--- src/rtl/pc_unit.sv ---
// pc_unit: program counter with branch/jump/call/return/exception redirect and a circular return-address stack
module pc_unit #(
  parameter int WIDTH = 32,
  parameter int STEP = 1,
  parameter logic [WIDTH-1:0] RESET_PC = '0,
  parameter logic [WIDTH-1:0] EXC_VECTOR = WIDTH'(32'h00000040),
  parameter int RAS_DEPTH = 4
) (
  input  logic             clk,
  input  logic             reset,
  input  logic             stall,
  input  logic             exc,
  input  logic             branch,
  input  logic [WIDTH-1:0] branch_offset,
  input  logic             jump,
  input  logic             call,
  input  logic [WIDTH-1:0] jump_target,
  input  logic             ret,
  output logic [WIDTH-1:0] pc,
  output logic [WIDTH-1:0] pc_seq,
  output logic             ras_empty,
  output logic             ras_full,
  output logic             ras_ovf,
  output logic             ras_unf
);
  localparam int PW = $clog2(RAS_DEPTH);
  localparam int CW = $clog2(RAS_DEPTH + 1);
  logic [WIDTH-1:0] stack [RAS_DEPTH];
  logic [PW-1:0] top, top_inc, top_dec;
  logic [CW-1:0] count;
  logic act, do_ret, push;
  assign pc_seq = pc + WIDTH'(STEP);
  assign ras_empty = count == '0;
  assign ras_full = count == CW'(RAS_DEPTH);
  assign top_inc = (top == PW'(RAS_DEPTH - 1)) ? '0 : top + PW'(1);
  assign top_dec = (top == '0) ? PW'(RAS_DEPTH - 1) : top - PW'(1);
  assign act = !exc && !stall;
  assign do_ret = act && ret;
  assign push = act && !ret && call;
  // entries need no reset: count alone defines which slots are live
  always_ff @(posedge clk)
    if (!reset && push) stack[top_inc] <= pc_seq;
  always_ff @(posedge clk) begin
    if (reset) begin
      pc <= RESET_PC;
      top <= '0;
      count <= '0;
      ras_ovf <= 1'b0;
      ras_unf <= 1'b0;
    end else begin
      ras_ovf <= 1'b0;
      ras_unf <= 1'b0;
      if (exc) pc <= EXC_VECTOR;
      else if (stall) pc <= pc;
      else if (do_ret) begin
        if (ras_empty) begin
          pc <= pc_seq;
          ras_unf <= 1'b1;
        end else begin
          pc <= stack[top];
          top <= top_dec;
          count <= count - CW'(1);
        end
      end else if (push) begin
        pc <= jump_target;
        top <= top_inc;
        if (ras_full) ras_ovf <= 1'b1;
        else count <= count + CW'(1);
      end else if (jump) pc <= jump_target;
      else if (branch) pc <= pc_seq + branch_offset;
      else pc <= pc_seq;
    end
  end
endmodule
--- config.mk ---
export PLATFORM = sky130hd
export DESIGN_NAME = pc_unit
export DESIGN_NICKNAME = d
export VERILOG_FILES = /design/src/rtl/pc_unit.sv
export SDC_FILE = /design/constraint.sdc
export NUM_CORES = 1
export LEC_CHECK = 0
export CORE_AREA = 2 2 175 177
export CTS_BUF_LIST = sky130_fd_sc_hd__clkbuf_8
export CTS_CLUSTER_DIAMETER = 50
export DETAILED_ROUTE_END_ITERATION = 7
export DIE_AREA = 0 0 177 179
export GPL_TIMING_DRIVEN = 0
export HOLD_SLACK_MARGIN = 0.06
export PLACE_DENSITY = 0.59
export SYNTH_ARGS = -nofsm -noshare
export SYNTH_HDL_FRONTEND = slang
export SYNTH_SLANG_ARGS = --single-unit
--- constraint.sdc ---
create_clock -name clk -period 3.9 [get_ports clk]
set_input_delay 1.17 -clock clk [delete_from_list [all_inputs] [get_ports clk]]
set_output_delay 1.17 -clock clk [all_outputs]
set_load 0.05 [all_outputs]
### Word-level counts from Yosys, hierarchy flattened

Memory sizes are Yosys's and may differ from the RTL's. A register that Yosys moved wholly into a read port is not among the register bits.
Index checks and enable logic that the tools add are counted.

| word-level totals | value |
|---|---|
| register bits after elaboration | 39 |
| memory bits (writable) | 128 |
| input bits | 72 |
| output and inout bits | 68 |
| logic and storage cells | 61 |
| memories kept | 1 |

| operators by class | value |
|---|---|
| add/subtract/negate cells | 6 |
| equal/unequal tests | 5 |
| muxes and demuxes | 22 |
| bitwise operators | 4 |
| reduce and logical (&&, ||, !) cells | 17 |

Memories:

| name | words | bits a word | read ports | clocked after Yosys merged registers in | write ports | RTL line | text |
|---|---|---|---|---|---|---|---|
| stack | 4 | 32 | 1 | 1 | 1 | 28 | `logic [WIDTH-1:0] stack [RAS_DEPTH];` |

Operators by type and width:

| cell | number |
|---|---|
| 2-to-1 mux 32 bit | 5 |
| adder 32 x 1 -> 32 bit, second input constant | 1 |
| adder 32 bit | 1 |
| 2-to-1 mux 2 bit | 7 |
| 2-to-1 mux 7 bit | 2 |
| 2-to-1 mux 3 bit | 4 |
| logical AND 1 bit | 5 |
| AND reduction 5 bit | 1 |
| OR reduction 5 bit | 1 |
| logical NOT 1 bit | 4 |
| 2-to-1 mux 1 bit | 4 |
| inequality test 2 x 1 -> 1 bit, second input constant | 2 |
| NOT 1 bit | 4 |
| AND reduction 4 bit | 1 |
| OR reduction 4 bit | 1 |
| adder 3 x 1 -> 3 bit, second input constant | 1 |
| equality test 3 bit, second input constant | 1 |
| logical NOT 3 bit | 1 |
| subtractor 3 x 1 -> 3 bit, second input constant | 1 |
| adder 2 x 1 -> 2 bit, second input constant | 1 |
| equality test 2 bit, second input constant | 1 |
| logical NOT 2 bit | 1 |
| inequality test 2 bit, second input constant | 1 |
| nonzero test 2 bit | 1 |
| other kinds (2) | 2 |

### Depth between registers and ports, before layout

Gate-level depths: netlist (run 1).

| logic depth | value |
|---|---|
| word-level depth | 8 |
| depth in mapped cells | 18 |

### Worst setup path after synthesis (run 1)

No wires, ideal clock.

| timing path | value |
|---|---|
| path kind | flip-flop to flip-flop |
| start | reg pc[0] |
| end | reg pc[31] |
| library setup time | 0.074 ns |
| data arrival time | 4.971 ns |
| required time | 3.826 ns |
| path slack | -1.145 ns |
| stages on the path, launching flop included | 19 |
| clock period less this slack | 5.045 ns |
| path through | dfxtp_1 -> ha_1 -> nand2_1 -> nor3_4 -> and2_0 -> buf_2 -> nand3_1 -> xnor2_1 -> ha_1 -> clkbuf_1 -> a21o_1 -> a211oi_1 -> o21bai_1 -> a21o_1 -> a21oi_1 -> o31ai_1 -> xor2_1 -> a2111o_1 -> a31oi_1 |

| between the ends | value |
|---|---|
| word-level cells in the longest chain between the ends | 6 |

Ends and longest elaborated chain:

| what | RTL line | text |
|---|---|---|
| start, declared | 19 | `output logic [WIDTH-1:0] pc,` |
| start signal, assigned | 54 | `else if (stall) pc <= pc;` |
| start signal, assigned | 57 | `pc <= pc_seq;` |
| start signal, assigned | 60 | `pc <= stack[top];` |
| adder 32 x 1 -> 32 bit | 32 | `assign pc_seq = pc + WIDTH'(STEP);` |
| via pc_seq[24] | 20 | `output logic [WIDTH-1:0] pc_seq,` |
| adder 32 bit | 70 | `else if (branch) pc <= pc_seq + branch_offset;` |
| 2-to-1 mux 32 bit | 70 |  |
| 2-to-1 mux 32 bit | 69 | `end else if (jump) pc <= jump_target;` |
| 2-to-1 mux 32 bit | 64 | `end else if (push) begin` |
| 2-to-1 mux 32 bit | 55 | `else if (do_ret) begin` |

The timed path passes the listed nets, and every way through them passes these cells.
A chain may end at the register's enable or synchronous reset.

### Final worst setup path (run 1)

| timing path | value |
|---|---|
| start | reg pc[0] |
| end | out pc_seq[14] |

| between the ends | value |
|---|---|
| word-level cells in the longest chain between the ends | 1 |

Ends and longest elaborated chain:

| what | RTL line |
|---|---|
| adder 32 x 1 -> 32 bit | 32 |
| end, declared | 20 |

No other way between the ends.

==> results of run 1 <==
[metal layers]
layer	wire [um]	vias to the layer above	part of all wire, %
met2	16100	366	47
met3	2380	48	7.0
li1	-	3737	-
met5	0	-	0
met1	14700	4135	43
met4	705	0	2.1
[worst register-to-register path, cell delays in order (launching register included)]
cell,delay (ns)
dfxtp_4,0.42
ha_4,0.19
nand2_2,0.10
nor3_4,0.16
buf_12,0.15
nand4_1,0.15
xor2_2,0.29
inv_2,0.09
ha_4,0.25
and3_4,0.16
and2_2,0.23
a221oi_2,0.31
buf_4,0.15
inv_1,0.04
a31oi_2,0.24
o211ai_2,0.16
xnor2_1,0.16
o211a_1,0.22
o32ai_2,0.24
[cells by family after synthesis]
logic type      synth area share [%]
compound gates                  17.4
xor+xnor                        5.23
fa+ha+maj                       6.22
buf+inv                         3.00
flops                           48.1
mux                             8.06
simple gates                    11.9
[cell type report]
cell class              instances  share of cell area (%)
clock buffers                  18                    1.90
multi-input cells             632                    41.0
clock inverters                14                    1.24
repair buffers                183                    13.7
inverters                      28                   0.836
flip-flops and latches        169                    36.3
plain buffers                  42                    1.31
well taps                     396                    3.80
[stage by stage]
stage	cells	hold slack [ns]	total power (W)
4_1_cts	1458	0.539	0.00420
2_1_floorplan	876	0.486	0.00254
3_5_place_dp	1413	0.517	0.00287
6_report	1482	0.521	0.00422
3_3_place_gp	1408	0.502	0.00286
5_1_grt	1482	0.542	0.00437
[power by group through the flow]
stage | logic [W] | clock network [W] | registers [W]
2_1_floorplan | 0.000472 | 0 | 0.00207
3_3_place_gp | 0.000832 | 0 | 0.00203
3_5_place_dp | 0.000837 | 0 | 0.00203
4_1_cts | 0.000866 | 0.00134 | 0.00199
5_1_grt | 0.000967 | 0.00140 | 0.00200
6_report | 0.000905 | 0.00132 | 0.00199
[timing repair]
action / in CTS / in global routing
gates resized for setup: 93 / 51
setup endpoints to repair: 36 / 27
buffers inserted: 17 / 25
hold buffers: 0 / 0
pin swaps: 14 / 26
[registers in the layout, summed over array words and instances, names as in the netlist, named ones only]
| register | cells |
|---|---|
| count | 3 |
| pc | 32 |
| ras_ovf | 1 |
| ras_unf | 1 |
| stack | 128 |
| top | 2 |
[cell usage in the layout, fill, tap and decap left out, types with 7 or more instances in the layout]
cell type,instances
a211oi_1,19
a21o_1,15
a21oi_1,59
a221oi_1,9
a22oi_1,8
a31oi_1,9
and3_1,12
buf_4,42
clkbuf_1,29
clkbuf_8,18
clkdlybuf4s50_1,109
dfxtp_1,19
dfxtp_2,10
dfxtp_4,12
dlygate4sd2_1,12
edfxtp_1,128
ha_1,33
ha_2,7
inv_1,25
mux4_2,32
nand2_1,86
nand3_1,20
nand4_1,12
nor2_1,61
nor3_1,9
o211ai_1,9
o21ai_0,45
o21bai_1,11
o221ai_1,7
xnor2_1,15
xnor2_4,15
xor2_1,17
xor2_2,8
[how the worst max path moves through the flow]
stage / start / to / slack (ns) / cells after the start
6_report: pc[0]$_SDFFE_PP0N_ / pc_seq[14] / 0.09 / 8
3_3_place_gp: branch_offset[0] / pc[28]$_SDFFE_PP0N_ / -0.76 / 12
4_1_cts: pc[11]$_SDFFE_PP0N_ / pc_seq[31] / -0.22 / 9
3_5_place_dp: branch_offset[0] / pc[28]$_SDFFE_PP0N_ / -0.81 / 12
2_1_floorplan: pc[0]$_SDFFE_PP0N_ / pc[31]$_SDFFE_PP0N_ / -0.09 / 18
5_1_grt: pc[2]$_SDFFE_PP0N_ / pc[27]$_SDFFE_PP0N_ / -0.02 / 17
==> flow_summary.toml, run 1 <==
[critical_path]
endpoint_kind = "primary output"
cp-start-kind = "register"
worst_path_max_delay_cell = "dlygate4sd2_1"
cp.required_ns = 2.73
crit_arrival_ns = 2.64
path_cells = "ha_4, nand2_2, nor3_4, buf_12, nand4_1, xnor2_4, buf_4, dlygate4sd2_1"
reg2reg_depth = 18
worstPathMaxFanout = 7
worstPathBufferInverterCount = 3
slowest_delay_ns = 0.53
cp_top_family = "buffers and inverters"
path_class = "reg -> out"
reg2reg_to = "pc[27]$_SDFFE_PP0N_"
r2r_start = "pc[0]$_SDFFE_PP0N_"
r2r_slack_ns = 0.12

[grt]
grt_use_met2_pct = 34.6
grt_start_max_net_pins = 27
grt_pass1_vias = 8047
gr-total-overflow = 0
busiest_layer = "met2"
grt_pass1_wl_mm = 49.6
grt.total_usage_pct = 21.4
antenna_found_initial = 0
met1_usage_pct = 28.7
grtUsageMet3_pct = 4.52

[timing]
fmax_mhz = 263
setup_violations = 0
finalHoldViolCount = 0
tns_ns = 0
drv_slew = 0
fin_crit_ns = 3.81
slew_headroom_pct = 24.2
fin_worst_skew_ns = 0.0214
setup_ws_ns = 0.0936
fin_crit_sh_pct = 97.6
worstMarginPinSlew_ns = 1.13

[yosys]
ys_seq_area_share_pct = 48.1
syn_nets = 995
ys_ff_latch = 169
synth_area_leader_cell = "edfxtp_1"
synthCells = 876
yosysMostFrequentCell = "edfxtp_1"
synth_top_area_share_pct = 39.7
syn_area_per_cell_sq_um = 11.1
syn-cell-area_sq_um = 9690
synthTopCellsByCount = "edfxtp_1 (128), nand2_1 (88), nor2_1 (65), a21oi_1 (61), o21ai_0 (48)"
async_flop_share_pct = 0
yosysWarnings = 0
synth_edf_count = 128
ys_types = 70
synth_ff_type = "edfxtp_1"
synthTopCellsByArea = "edfxtp_1 (40%), dfxtp_1 (8.5%), mux4_2 (7.4%), ha_1 (5.8%), nand2_1 (3.4%)"

[detailed_routing]
remaining_drc_errors = 0
postRouteAntennaNets = 0
wl_per_cell_um = 22.9
routed_via_density = 5.59
first_pass_iters = 6
vias = 8286
drtIter0Drc = 857
routed_wl_mm = 33.9

[finish]
post-route-util_pct = 43.4
multi_input_area_sq_um = 5340
area_growth_pct = 34.4
fill_cells = 2880
ff_latch_area_sq_um = 4720
antenna_cells = 0
layout.nets = 1192
drive_above_1_share_pct = 22.1
postLayoutCellArea_sq_um = 13000

[placed_design]
dp_hpwl_mm = 25.0
port_buffers = 136
dpl_cell_area_sq_um = 11900
gp_congestion = 0.891
dp_slack_ns = -0.810

[power_and_ir_drop]
swShare_pct = 31.2
p_sw_w = 0.00132
power.density_nw_per_um2 = 324
intPower_w = 0.00291
seq_power_share_pct = 47.2
p_leak_nw = 4.73
power_frac_comb_pct = 21.4
ir_drop_uv = 193
pwr-share-clk_pct = 31.4

[min_path]
min_path_cells = 1
whs_endpoint = "pc[3]$_SDFFE_PP0N_"
hold_start = "pc[3]$_SDFFE_PP0N_"
min-delay-path-class = "reg -> reg"

[clock_network]
clkSinkCount = 169
clkLatencyLatePin_ns = 0.47
cts_tree = "done"
root_buffer = "clkbuf_8"
htree_levels = 4
clk_pin_slew_worst_paths_ns = 0.10
clockBufferDepth = 2
numCtsBuffers = 17

[die]
die_h_um = 179
die_area_sq_um = 31700
core_area_sq_um = 30000
rows = 64
fp.dieW_um = 177
start_util_pct = 32.3
boundaryPins = 140

[run_status]
status = "completed"

[flow_run]
maxCapViolCount = 0
No activity file was read; power rests on OpenSTA's default activity.
==> run 2: changes to the inputs <==
- GPL_TIMING_DRIVEN: 0 -> unset
- REMOVE_ABC_BUFFERS: unset -> 1
- SKIP_CTS_REPAIR_TIMING: unset -> 1
==> run 2 against run 1 <==
Final area increased by 2.0%. Largest cell class unchanged. Maximum frequency shrank 0.11%. Sequential power about the same. Setup slack got worse by 0.0040 ns. Cell count increased by 4.5%. Total power up 1.2%.
==> flow_summary.toml, run 2 (synthesis gave the netlist of run 1 again) <==
[clock_network]
clkSinkCount = 169
clk_pin_slew_worst_paths_ns = 0.09
clockBufferDepth = 2
cts_tree = "done"
clkLatencyLatePin_ns = 0.46
htree_levels = 4
root_buffer = "clkbuf_8"
numCtsBuffers = 17

[timing]
fin_crit_ns = 3.81
fin_crit_sh_pct = 97.7
worstMarginPinSlew_ns = 0.707
slew_headroom_pct = 52.8
fin_worst_skew_ns = 0.0182
drv_slew = 0
rsz0062_at_grt = "no"
setup_violations = 0
finalHoldViolCount = 0
fmax_mhz = 262

[finish]
layout_commonest_cell = "buf_4"
area_growth_pct = 37.0
antenna_cells = 0
final-instance-count-excl-fill = 1548
drive_above_1_share_pct = 24.7
layout.nets = 1258
largest_reg_flops = 128
postLayoutCellArea_sq_um = 13300
max_flop_register = "stack"
layout_common_cells = "buf_4 (153), edfxtp_1 (128), clkdlybuf4s50_1 (111)"
reg_top3 = "stack x128, pc x32, count x3"

[run_status]
status = "completed"

[critical_path]
cp_top_family = "compound AO/OA/AOI/OAI gates"
endpoint_kind = "register"
cp.required_ns = 4.28
worstPathBufferInverterCount = 1
path_common_cell = "a21o_1"
path_class = "reg -> reg"
path_cells = "ha_2, nand2_2, nor3_4, buf_6, and2_1, nand3_1, xnor2_2, ha_1, a21o_1, a211oi_2, o21bai_1, a21o_1, a21oi_1, o31ai_1, xor2_1, a2111o_1, a31oi_1"
worst_path_max_delay_cell = "a2111o_1"
cp-endpoint = "pc[31]$_SDFFE_PP0N_"
cp-start-kind = "register"
r2r_slack_ns = 0.09
crit_arrival_ns = 4.19
setup.worst_path.start = "pc[0]$_SDFFE_PP0N_"
path_depth = 17
r2r_start = "pc[0]$_SDFFE_PP0N_"
reg2reg_depth = 17
worstPathMaxFanout = 2
reg2reg_to = "pc[31]$_SDFFE_PP0N_"
slowest_delay_ns = 0.42

[detailed_routing]
routed_via_density = 5.36
wl_per_cell_um = 21.0
remaining_drc_errors = 0
vias = 8304
postRouteAntennaNets = 0
first_pass_iters = 5
drtIter0Drc = 702
routed_wl_mm = 32.5

[die]
die_h_um = 179
boundaryPins = 140
start_util_pct = 32.3
die_area_sq_um = 31700
core_area_sq_um = 30000
fp.dieW_um = 177
rows = 64

[grt]
grt.total_usage_pct = 20.7
gr-total-overflow = 0
grt_pass1_wl_mm = 48.8
grt_pass1_vias = 8084
grt_start_max_net_pins = 42
antenna_found_initial = 0

[power_and_ir_drop]
ir_drop_uv = 174
p_leak_nw = 5.07
power.density_nw_per_um2 = 322

[min_path]
min-delay-path-class = "reg -> reg"

[placed_design]
port_buffers = 139
dpl_cell_area_sq_um = 12700
gp_congestion = 0.918
dp_hpwl_mm = 24.1
dp.cells = 1512

[flow_run]
maxCapViolCount = 0
## run 2: report_power, final
| group | switching [W] | internal, W |
|---|---|---|
| clock network | 0.000695 | 0.000637 |
| registers | 0.0000273 | 0.00195 |
| logic | 0.000546 | 0.000417 |
| total | 0.00127 | 0.00301 |
## run 2: area by class of cell
cell class              instances  area (sq um)
fillers                      2846         16800
well taps                     396           495
multi-input cells             632          4820
clock buffers                  17           234
clock inverters                15           178
repair buffers                291          2780
flip-flops and latches        169          4670
inverters                      28           105
## run 2: tightest hold or removal path, cell delays in order (launching register included)
cell,delay [ns]
dfxtp_1,0.34
nor2_1,0.10
a211oi_1,0.05
## run 2: worst min path at each step
| stage | startpoint | endpoint | slack [ns] | cells past startpoint |
|---|---|---|---|---|
| final | count[1]$_SDFFE_PP0P_ | count[1]$_SDFFE_PP0P_ | 0.53 | 2 |
| after global routing | count[1]$_SDFFE_PP0P_ | count[1]$_SDFFE_PP0P_ | 0.56 | 2 |
| after CTS | count[1]$_SDFFE_PP0P_ | count[1]$_SDFFE_PP0P_ | 0.53 | 2 |
| after detailed placement | count[2]$_SDFFE_PP0P_ | count[2]$_SDFFE_PP0P_ | 0.51 | 2 |
| after global placement | count[1]$_SDFFE_PP0P_ | count[1]$_SDFFE_PP0P_ | 0.50 | 2 |
| after floorplan | count[1]$_SDFFE_PP0P_ | count[1]$_SDFFE_PP0P_ | 0.48 | 2 |
## run 2: routing by layer
layer	GRT usage [%]	wire [um]	up-vias
met5	0	0	-
met1	28.8	14500	4055
li1	-	-	3868
met3	3.14	2060	52
met2	33.4	15100	329
met4	6.16	763	0
## run 2: stage by stage
step	hold slack, ns	setup TNS (ns)	utilization, %	total power, W	setup slack [ns]
after CTS	0.531	-0.160	43.8	0.00429	-0.113
after global routing	0.558	0	44.2	0.00445	0.00440
final	0.532	0	44.2	0.00427	0.0896
after detailed placement	0.512	-2.16	42.4	0.00297	-0.422
after global placement	0.503	-1.98	42.4	0.00297	-0.421
after floorplan	0.482	-11.51	-	0.00252	-1.08
==> run 3: changes to the inputs <==
- CTS_CLUSTER_SIZE: unset -> 40
==> results of run 3 <==
The final DEF is identical to that of run 2; final timing and power are the same.
==> RTL change 1, RTL diff (flow settings as in run 2) <==
Set the parameter `RAS_DEPTH` to 2 (it was 4).
--- a/src/rtl/pc_unit.sv
+++ b/src/rtl/pc_unit.sv
@@ -4,7 +4,7 @@
   parameter int STEP = 1,
   parameter logic [WIDTH-1:0] RESET_PC = '0,
   parameter logic [WIDTH-1:0] EXC_VECTOR = WIDTH'(32'h00000040),
-  parameter int RAS_DEPTH = 4
+  parameter int RAS_DEPTH = 2
 ) (
   input  logic             clk,
   input  logic             reset,
Function: changed (a bounded check fails within 4 cycles, from zero or initial values and one cycle with reset high).
==> RTL change 1 against run 2 <==
  * Area after synthesis down 26%
  * Wire length fell by 14%
  * Maximum frequency is 0.34% higher
  * Worst setup slack better by 0.013 ns
  * Sequential power is 40% lower
  * Total power fell by 35%
  * Sequential cell count decreased by 67
  * Clock power decreased by 47%
  * Design area is 22% lower
  * First-iteration DRC count decreased by 18%
  * Critical path type is now in -> reg
==> RTL change 1: results (changes against run 2) <==
slew margin rel.=56.8% (+4.0 points); worst min path class=reg -> reg; share of cells above drive strength 1=19.9% (-4.9 points); comb_multi_in=640 (+1.3%); Netlist cell types=64 (-8.6%); first-pass GRT wire length=41,400 um (-15%); dpl ws=-0.331 ns (+0.0912 ns); top post-synthesis cells by count=nand2_1, a21oi_1, o21ai_0, edfxtp_1, nor2_1; Signal inverters=24 (-14%); crit-path max cell delay=0.40 ns (-0.02 ns); post-synthesis xor/xnor area fraction=6.82% (+1.6 points); Netlist Area Pre-Place=7190 um^2 (-26%); area share of fa/ha/maj cells after synthesis=7.06% (+0.84 points); sequential cell area fraction in the yosys report=37.3% (-11 points); Pint=1840 uW (-39%); filler cell count=3,148 (+11%); EDFF count, synth=64 (-50%); cell depth of the worst flop-to-flop path=15 (-2); Post-Syn Instances=813 (-7.2%); fraction of area in multi-input gates=42.8% (+6.5 points); H-tree lvl count=3 (-1); Top Registers=stack (64), pc (32), count (2); Storage cell area=2690 um^2 (-42%); final setup skew=0.00930 ns (-0.00888 ns); CP max FO=3 (+1); mux contribution to synthesized area=5.29% (-2.8 points); Seq pwr share=42.6% (-3.7 points); DP Wirelength=21,100 um (-12%); Signal buffers=255 (-12%); via count=7,284 (-12%); CTS buffer count=9 (-8); Clk pin slew, worst setup/hold paths=0.11 ns (+0.02 ns); Seq. pwr=1190 uW (-40%); Clock buf/inv share=1.83% (-1.3 points); wirelength, routed=27,900 um (-14%); clk_lat worst skew=0.40 ns (-0.06 ns); Data buffer area share=23.6% (+2.7 points); Tot GR Track Use=17.4% (-3.4 points); Post-DP Area=9950 um^2 (-22%); DRT iter0 DRCs=574 (-18%); Synth Flop Type=edfxtp_1; status=finished clean; Area contributors post-synth=edfxtp_1, dfxtp_1, ha_1, mux2i_1, a21oi_1; Static Leak=0.00401 uW (-21%); flops & latches, synth=102 (-40%); Compound-Gate Fraction of Synth Area=24.7% (+7.2 points); slowest stage cell, crit path=clkdlybuf4s50_1; Finished Layout Cells=1,433 (-7.4%); number of global-route vias before repair=6,963 (-14%); largest net degree at the start of global routing=38 (-9.5%); sequential cell area share=26.1% (-9.1 points); Nets=1,144 (-9.1%); GPL Wtd Cong=0.895 (-2.6%)
==> RTL change 1: changes by cell type after synthesis, sizes merged, moves of 7 or more <==
cell / before / now
edfxtp: 128 / 64
a211oi: 23 / 14
a21oi: 62 / 71
mux4: 32 / 0
a22oi: 8 / 1
o211ai: 10 / 27
o21ai: 50 / 74
nand2: 88 / 76
a31oi: 12 / 22
mux2i: 6 / 38
==> RTL change 1: per-layer routing <==
layer,global-route usage [%],wire length (um),vias up
met1,23.5,12600,3491
met4,7.68,950,0
met3,1.78,1600,49
met5,0,0,-
li1,-,-,3479
met2,28.0,12800,265
==> RTL change 1: final timing paths <==
kind                                        from      to  slack (ns)
worst max-delay path            branch_offset[0]  pc[24]        0.10
worst min-delay path                       pc[5]   pc[5]        0.57
worst max register to register            pc[12]  pc[31]        0.17
worst min register to register             pc[5]   pc[5]        0.57
==> RTL change 2, RTL diff (settings of run 2) <==
Without the edit above. Register the inputs `branch_offset` and `jump_target` before use, cleared by the reset. The logic sees them one clock later. The other inputs are not delayed to match.
--- a/src/rtl/pc_unit.sv
+++ b/src/rtl/pc_unit.sv
@@ -25,6 +25,20 @@
 );
   localparam int PW = $clog2(RAS_DEPTH);
   localparam int CW = $clog2(RAS_DEPTH + 1);
+
+  logic [WIDTH-1:0] branch_offset_q;
+  logic [WIDTH-1:0] jump_target_q;
+
+  always_ff @(posedge clk) begin
+    if (reset) begin
+      branch_offset_q <= '0;
+      jump_target_q   <= '0;
+    end else begin
+      branch_offset_q <= branch_offset;
+      jump_target_q   <= jump_target;
+    end
+  end
+
   logic [WIDTH-1:0] stack [RAS_DEPTH];
   logic [PW-1:0] top, top_inc, top_dec;
   logic [CW-1:0] count;
@@ -62,12 +76,12 @@
           count <= count - CW'(1);
         end
       end else if (push) begin
-        pc <= jump_target;
+        pc <= jump_target_q;
         top <= top_inc;
         if (ras_full) ras_ovf <= 1'b1;
         else count <= count + CW'(1);
-      end else if (jump) pc <= jump_target;
-      else if (branch) pc <= pc_seq + branch_offset;
+      end else if (jump) pc <= jump_target_q;
+      else if (branch) pc <= pc_seq + branch_offset_q;
       else pc <= pc_seq;
     end
   end
Function: changed (Yosys sat finds a counterexample within 4 cycles, from zero or initial values and one cycle with reset high).
==> RTL change 2 against run 2 <==
  * First-iteration DRC count rose by 11%
  * Critical path depth fell by 10
  * Total power rose by 37%
  * Critical path type is now reg -> out
  * Sequential share of layout area rose by 4.0 points
  * Area after synthesis rose by 18%
  * Worst hold slack got worse by 0.0013 ns
  * Design area rose by 15%
  * Wire length rose by 12%
  * Worst setup slack got worse by 0.070 ns
  * Clock skew rose by 0.0058 ns
  * Sequential cell count rose by 64
  * Maximum frequency fell by 1.8%
==> RTL change 2: results (changes against run 2) <==
status=finished clean; Switch Pwr=1570 uW (+24%); H-tree lvl count=2 (-2); first-pass GRT wire length=54,400 um (+11%); sequential cell area share=39.2% (+4.0 points); min cycle time layout=3.88 ns (+0.0695 ns); sequential cell area fraction in the yosys report=51.9% (+3.7 points); CTS Buffer Depth=3 (+1); CP max FO=5 (+3); met1 usage=31.8% (+3.0 points); worst setup path end=pc_seq[31]; crit-path max cell delay=0.46 ns (+0.04 ns); Clk pin slew, worst setup/hold paths=0.06 ns (-0.03 ns); largest net degree at the start of global routing=69 (+64%); Area contributors post-synth=edfxtp_1, dfxtp_1, mux4_2, ha_1, nor2b_1; area of the multi-input gates=5330 um^2 (+10%); Clock buf/inv share=5.56% (+2.5 points); Nets=1,403 (+12%); clk_lat worst skew=0.55 ns (+0.09 ns); GPL Wtd Cong=0.973 (+5.9%); pwr/cell area=384 nW/um^2 (+19%); Max IR drop VDD=0.169 mV (-2.9%); filler cell count=2,735 (-3.9%); clk_buf instances=50 (+33); Netlist cell types=72 (+2.9%); wirelength, routed=36,200 um (+12%)
==> RTL change 2: cell count changes in the layout (fill, tap and decap cells not counted), sizes merged, moves of 11 or more <==
cell / before / now
a21oi: 62 / 77
buf: 180 / 145
clkbuf: 17 / 50
nor2b: 3 / 70
dfxtp: 41 / 105
inv: 32 / 43
==> RTL change 2: layer usage <==
metal  wire [um]  part of all wire (%)
met4         855                   2.4
met1       16100                    44
met3        2590                   7.2
met2       16700                    46
met5           0                     0
==> RTL change 2: kinds of logic (layout without fill, tap and decap cells) <==
logic type                 after synthesis  in the layout  share of synthesized area (%)
AOI/OAI and AO/OA                      252            252                           14.4
xor gates and xnor gates                54             54                           4.19
adders and majority gates               48             48                           5.37
buffers and inverters                   81            362                           2.71
DFF                                    233            233                           51.9
muxes                                   41             41                           7.09
and+or+nand+nor                        326            326                           14.3
